$ cat src/rtl/lb_monitor_pkg.sv
// Shared types for the lockstep load-buffer monitor: FSM states and cause-bit indices.
package lb_monitor_pkg;

    localparam int unsigned CAUSE_W     = 3;
    localparam int unsigned CAUSE_VALID = 0;
    localparam int unsigned CAUSE_ADDR  = 1;
    localparam int unsigned CAUSE_DATA  = 2;

    localparam int unsigned LB_ADDR_W = 32;
    localparam int unsigned LB_DATA_W = 32;
    localparam int unsigned PC_W      = 32;

    typedef enum logic [2:0] {
        ST_IDLE    = 3'd0,
        ST_WARMUP  = 3'd1,
        ST_COMPARE = 3'd2,
        ST_PASS    = 3'd3,
        ST_FAIL    = 3'd4
    } lb_mon_state_e;

endpackage

$ cat src/rtl/lb_mismatch_cmp.sv
// Combinational A/B comparator producing the mismatch vector for one lb_table port pair.
// Data comparison is present only when LB_DATA_CHECK_EN is defined.
module lb_mismatch_cmp
    import lb_monitor_pkg::*;
(
    input  logic                 valid_a,
    input  logic                 valid_b,
    input  logic [LB_ADDR_W-1:0] addr_a,
    input  logic [LB_ADDR_W-1:0] addr_b,
    input  logic [LB_DATA_W-1:0] data_a,
    input  logic [LB_DATA_W-1:0] data_b,
    input  logic [PC_W-1:0]      pc_a,
    input  logic [PC_W-1:0]      pc_b,
    output logic [CAUSE_W-1:0]   mismatch_c,
    output logic                 hit_c
);

    logic both_valid;
    logic addr_eq;
    logic data_ne;

    assign both_valid = valid_a & valid_b;
    assign addr_eq    = (addr_a == addr_b);
    assign hit_c      = both_valid & addr_eq;

`ifdef LB_DATA_CHECK_EN
    assign data_ne = (data_a != data_b);
`else
    logic unused_data;
    assign unused_data = ^{data_a, data_b};
    assign data_ne     = 1'b0;
`endif

    // PC divergence is a control-flow split and is reported as valid-class
    always_comb begin
        mismatch_c              = '0;
        mismatch_c[CAUSE_VALID] = (valid_a ^ valid_b) | (pc_a != pc_b);
        mismatch_c[CAUSE_ADDR]  = both_valid & ~addr_eq;
        mismatch_c[CAUSE_DATA]  = both_valid & addr_eq & data_ne;
    end

endmodule

$ cat src/rtl/lb_lockstep_monitor.sv
// Lockstep divergence monitor: warm-up, bounded compare window, sticky first-mismatch capture.
// Optional data compare enabled by defining LB_DATA_CHECK_EN.
module lb_lockstep_monitor
    import lb_monitor_pkg::*;
#(
    parameter int unsigned WARMUP = 4,
    parameter int unsigned WINDOW = 10,
    parameter int unsigned CNT_W  = 8
) (
    input  logic                 clk,
    input  logic                 reset_n,
    input  logic                 start,
    input  logic                 lb_valid_a,
    input  logic                 lb_valid_b,
    input  logic [LB_ADDR_W-1:0] lb_addr_a,
    input  logic [LB_ADDR_W-1:0] lb_addr_b,
    input  logic [LB_DATA_W-1:0] lb_data_a,
    input  logic [LB_DATA_W-1:0] lb_data_b,
    input  logic [PC_W-1:0]      pc_a,
    input  logic [PC_W-1:0]      pc_b,
    output logic                 diverge,
    output logic [CAUSE_W-1:0]   diverge_cause,
    output logic [CNT_W-1:0]     diverge_cycle,
    output logic [CNT_W-1:0]     match_count,
    output logic                 done,
    output logic                 busy
);

    localparam int unsigned WARM_W    = (WARMUP > 1) ? $clog2(WARMUP) : 1;
    localparam int unsigned WARM_LOAD = (WARMUP > 0) ? (WARMUP - 1) : 0;
    localparam logic [WARM_W-1:0] WARM_INIT = WARM_W'(WARM_LOAD);
    localparam logic [CNT_W-1:0]  LAST_IDX  = CNT_W'(WINDOW - 1);
    localparam logic [CNT_W-1:0]  CNT_MAX   = '1;

    lb_mon_state_e      state_q, state_d;
    logic [WARM_W-1:0]  warm_q, warm_d;
    logic [CNT_W-1:0]   idx_q, idx_d;
    logic [CNT_W-1:0]   match_d;
    logic [CAUSE_W-1:0] cause_d;
    logic [CNT_W-1:0]   cycle_d;
    logic [CAUSE_W-1:0] mismatch_c;
    logic               hit_c;

    lb_mismatch_cmp u_cmp (
        .valid_a    (lb_valid_a),
        .valid_b    (lb_valid_b),
        .addr_a     (lb_addr_a),
        .addr_b     (lb_addr_b),
        .data_a     (lb_data_a),
        .data_b     (lb_data_b),
        .pc_a       (pc_a),
        .pc_b       (pc_b),
        .mismatch_c (mismatch_c),
        .hit_c      (hit_c)
    );

    // State, counters and result registers
    always_ff @(posedge clk or negedge reset_n) begin
        if (!reset_n) begin
            state_q       <= ST_IDLE;
            warm_q        <= '0;
            idx_q         <= '0;
            match_count   <= '0;
            diverge_cause <= '0;
            diverge_cycle <= '0;
            diverge       <= 1'b0;
            done          <= 1'b0;
            busy          <= 1'b0;
        end else begin
            state_q       <= state_d;
            warm_q        <= warm_d;
            idx_q         <= idx_d;
            match_count   <= match_d;
            diverge_cause <= cause_d;
            diverge_cycle <= cycle_d;
            diverge       <= (state_d == ST_FAIL);
            done          <= (state_d == ST_PASS);
            busy          <= (state_d == ST_WARMUP) || (state_d == ST_COMPARE);
        end
    end

    // Next-state and next-result logic
    always_comb begin
        state_d = state_q;
        warm_d  = warm_q;
        idx_d   = idx_q;
        match_d = match_count;
        cause_d = diverge_cause;
        cycle_d = diverge_cycle;

        case (state_q)
            ST_IDLE: begin
                if (start) begin
                    if (WARMUP == 0) begin
                        state_d = ST_COMPARE;
                        idx_d   = '0;
                    end else begin
                        state_d = ST_WARMUP;
                        warm_d  = WARM_INIT;
                    end
                end
            end
            ST_WARMUP: begin
                if (warm_q == '0) begin
                    state_d = ST_COMPARE;
                    idx_d   = '0;
                end else begin
                    warm_d = warm_q - WARM_W'(1);
                end
            end
            ST_COMPARE: begin
                // Counts even on the cycle a data mismatch ends the window
                if (hit_c && (match_count != CNT_MAX)) begin
                    match_d = match_count + CNT_W'(1);
                end
                if (mismatch_c != '0) begin
                    state_d = ST_FAIL;
                    cause_d = mismatch_c;
                    cycle_d = idx_q;
                end else if (idx_q == LAST_IDX) begin
                    state_d = ST_PASS;
                end else begin
                    idx_d = idx_q + CNT_W'(1);
                end
            end
            ST_PASS, ST_FAIL: begin
                state_d = state_q;
            end
            default: begin
                state_d = ST_IDLE;
            end
        endcase
    end

endmodule

$ cat config.mk
export PLATFORM = sky130hd
export DESIGN_NAME = lb_lockstep_monitor
export DESIGN_NICKNAME = d
export VERILOG_FILES = /design/src/rtl/lb_monitor_pkg.sv /design/src/rtl/lb_mismatch_cmp.sv /design/src/rtl/lb_lockstep_monitor.sv
export SDC_FILE = /design/constraint.sdc
export NUM_CORES = 1
export LEC_CHECK = 0
export BUFFER_PORTS_ARGS = -buffer_cell sky130_fd_sc_hd__buf_2
export CAP_MARGIN = 40
export CORE_MARGIN = 8
export CORE_UTILIZATION = 40
export DETAILED_ROUTE_END_ITERATION = 12
export GPL_TIMING_DRIVEN = 0
export HOLD_SLACK_MARGIN = 0.08
export PLACE_DENSITY = 0.87
export SLEW_MARGIN = 25
export SYNTH_ARGS = -nofsm -noshare
export SYNTH_HDL_FRONTEND = slang
export SYNTH_SLANG_ARGS = --single-unit
export TNS_END_PERCENT = 10
$ cat constraint.sdc
create_clock -name clk -period 3.87 [get_ports clk]
set_clock_uncertainty 0.1 [all_clocks]
set_input_delay 0.1935 -clock clk [delete_from_list [all_inputs] [get_ports clk]]
set_output_delay 0.1935 -clock clk [all_outputs]
set_load 0.02 [all_outputs]
==> metrics.md <==
| Metric | Value |
|---|---|
| Outcome | `finished clean` |
| Antenna violation net count after detailed routing | `0` |
| Critical path buffer and inverter count | `1` |
| Pre-CTS worst setup slack | `1.52 ns` |
| Time the worst path needs with I/O delays and setup | `2.21 ns` |
| Ratio of cells with drive above 1 in the final layout | `42.0%` |
| TritonCTS clock tree | `built` |
| TritonCTS Buffers | `5` |
| All-layer global routing usage | `17.3%` |
| Clock group share of total power | `28.2%` |
| Max Root-Sink Buffers | `2` |
| CP top delay family | `simple AND/OR/NAND/NOR gates` |
| Total of fill cells in the finished design | `506` |
| Global route total overflow | `0` |
| Switching share of power | `32.3%` |
| Initial antenna violation count | `0` |
| Nature of the critical path endpoint | `flop` |
| Finished Cell Area | `3320 um^2` |
| Via count of the first global-routing pass | `~2500` |
| DRT Wirelength | `7600 um` |
| Non-filler instance count after layout | `approximately 480` |
| Total die area | `around 8500 um^2` |
| Slew at the pin closest to its max-slew limit | `~0.7 ns` |
| Last weighted congestion value of the routability-driven placer | `about 0.83` |
| Net Count, Synth | `441` |
| Register bit count reported by yosys | `34` |
| Deepest level of the CTS H-tree | `2` |
| Critical path cell sequence | `clkbuf_1, nand2b_1, nor2_1, nand3_1, nor3_2, and4_1, nand3_1, xnor2_1` |
| Post-synth EDFFs | `0` |
| Clock latency on the worst-skew pair | `0.28 ns` |
| HP Class | `in -> reg` |
| Critical path data arrival time | `~2.3 ns` |
| Total negative slack | `0 ns` |
| Number of post-CTS setup repair buffers | `0` |
| DIE HEIGHT | `92.1 um` |
| Most common flop cell mapped by yosys | `dfrtp_1` |
| Overall power after layout | `1.12 mW` |
| Yosys Warn Count | `0` |
| Longest individual stage delay on the worst path | `about 0.36 ns` |
| Share of the clock period used by the worst path after layout | `57.0%` |
| Reg2Reg Setup Slack | `approximately 1.7 ns` |
| Cell at the root of the clock tree | `clkbuf_8` |
| First-pass GRT wire length | `11800 um` |
| Sequential Power Share | `roughly 38%` |
| Most used cell, CP | `nand3_1` |
| Final setup violating endpoints | `0` |
| Setup repair after global routing missed its margin | `false` |
| Synthesized area per cell | `9.68 um^2` |
| Combined area of all synthesized cells | `2310 um^2` |
| Starting Density | `41.8%` |
| Leak | `1.77 nW` |
| Launching element type of the critical path | `flop` |
| Net switching power figure | `roughly 0.36 mW` |
| Final Worst Setup Slack | `~1.7 ns` |
| Maximum capacitance violations | `0` |
| Share of synthesized registers carrying an async set or reset | `100%` |
| Area growth from synthesis to final layout | `43.3%` |
| Maximum number of pins on one net before global-route repair | `35` |
| HPWL after detailed placement | `between 6000 and 7000 um` |
| Die span in x | `92.1 um` |
| Worst path slowest cell | `dfrtp_1` |
| Number of instances in the synthesized netlist | `239` |
| Standard cell core area | `5540 um^2` |
| Clk sink count | `34` |
| Required time of the worst setup path | `3.94 ns` |
| Share of power burned in combinational logic | `between 30 and 40%` |
| Category of the critical setup timing path | `reg -> reg` |
| Maximum fanout along the worst path | `8` |
| Drt first-iter violations | `71` |
| Highest clock frequency the design can meet | `453 MHz` |
| Relative slew slack | `53.7%` |
| Overall via count from detail_route | `2341` |
| Final slew viol count | `0` |
| Number of cells in the design after placement | `464` |
| VDD IR max | `200 uV` |
| Internal power component | `0.759 mW` |
| Num ports | `219` |
| P per Cell Area | `338 nW/um^2` |
| DRC viols | `0` |
| Site Rows | `27` |
| Post-place instance area | `3170 um^2` |
| Final-report hold violation count | `0` |
| First-pass DRT Iterations | `4` |
| Post_cts resized | `0` |
| Unique cell type count in the Yosys netlist | `38` |
| WL/cell | `around 16 um` |
| Via-to-Cell Ratio | `around 4.9` |
| NumNets Final | `603` |
| Number of buffers inserted by port buffering | `~150` |
| Sequential cell area fraction in the yosys report | `36.8%` |
| Clock-pin slew of the registers on the worst-case setup and hold paths | `0.07 ns` |
-- layout make-up --
cell class	instances	area, um^2	area share [%]
diodes	1	2.50	0.0755
plain buffers	6	35.0	1.06
clock buffers	7	76.3	2.30
clock inverters	1	30.0	0.906
inverters	4	15.0	0.453
multi-input cells	195	1410	42.6
flip-flops and latches	34	851	25.7
well taps	72	90.1	2.72
repair buffers	155	803	24.2
-- placed cells by master (no fill, tap or decap), types with 2 or more instances in the layout --
cell      count
xor2_1       63
and3_1        4
nand4_1       7
buf_2       154
xnor2_1       9
nor4_1       14
or3_1         6
and2_1        2
clkbuf_1      5
nor2_1       14
ha_1          5
mux2_1        8
nand2b_1      3
nand2_1      10
mux2i_1       2
inv_1         4
o21ai_0       9
clkbuf_8      5
nor3_1        4
dfrtp_1      34
a21oi_1       9
nand3_1      11
-- metal layers --
layer  GRT usage, %  up-vias  share of wire (%)
li1               -     1158                  -
met1           20.2     1064                 43
met2           29.7      112                 47
met3           6.03        7                8.8
met4           4.03        0               0.78
met5              0        -                  0
-- worst min-delay path: stages --
cell	delay (ns)
buf_2	0.09
nor2_1	0.05
nor2_1	0.08
a31oi_1	0.04
nor2_1	0.10
-- synth_stat cells, types with 2 or more instances --
cell type	count	share of area [%]
and3_1	4	1.1
nand2_1	10	1.6
and2_1	2	0.54
xor2_1	63	24
nor3_1	4	0.87
nor4_1	14	3.8
or3_1	6	1.6
clkbuf_1	3	0.49
nand2b_1	3	0.81
nand4_1	7	1.9
mux2_1	8	3.9
xnor2_1	9	3.4
mux2i_1	2	0.87
ha_1	5	2.7
a21oi_1	9	1.9
nand3_1	11	2.4
nor2_1	14	2.3
inv_1	4	0.65
dfrtp_1	34	37
o21ai_0	9	1.9
-- stage by stage --
stage | hold WS (ns) | utilization, %
after global placement | 0.186 | 57.2
after detailed placement | 0.205 | 57.2
after global routing | 0.256 | 59.8
after floorplan | -0.202 | -
final | 0.214 | 59.8
after CTS | 0.219 | 59.3
-- flip-flops by register name, indices dropped and copies added (netlist names) --
name and count:
diverge_cycle 8, match_count 8, diverge 1, busy 1
idx_q 8, diverge_cause 2, state_q 3, warm_q 2
done 1
-- power by group through the flow --
stage | registers [mW] | logic (mW) | clock network (mW)
finish | 0.422 | 0.382 | 0.316
detailed placement | 0.427 | 0.383 | 0
global route | 0.428 | 0.425 | 0.344
global placement | 0.426 | 0.371 | 0
floorplan | 0.452 | 0.202 | 0
CTS | 0.421 | 0.385 | 0.321
-- what timing repair did --
action                     CTS  global route
hold buffers                 1             0
hold endpoints to repair    34             0
setup endpoints to repair    0             0
-- kinds of logic (layout without fill, tap and decap cells) --
| kind of cell | Yosys count | in the layout | synth area share [%] |
|---|---|---|---|
| other | 1 | 2 | 0.162 |
| AO/OA/AOI/OAI | 24 | 24 | 5.95 |
| AND/OR/NAND/NOR | 82 | 82 | 19.7 |
| multiplexers | 11 | 11 | 5.25 |
| flip-flops | 34 | 34 | 36.8 |
| adder cells (fa/ha/maj) | 5 | 5 | 2.70 |
| XOR/XNOR | 72 | 72 | 27.3 |
| buffers and inverters | 10 | 173 | 2.16 |
-- path summary, 6_finish.rpt --
kind | startpoint | to | cells after the start
setup reg to reg | state_q[2]$_DFF_PN0_ | match_count[7]$_DFFE_PN0P_ | 8
min in group asynchronous | reset_n | diverge_cycle[4]$_DFFE_PN0P_ | 2
setup / recovery | state_q[2]$_DFF_PN0_ | match_count[7]$_DFFE_PN0P_ | 8
hold reg to reg | diverge_cycle[5]$_DFFE_PN0P_ | diverge_cycle[5]$_DFFE_PN0P_ | 1
max in group asynchronous | reset_n | idx_q[1]$_DFFE_PN0P_ | 3
hold / removal | start | busy$_DFF_PN0_ | 5
Power figures use the tool's default switching activity.
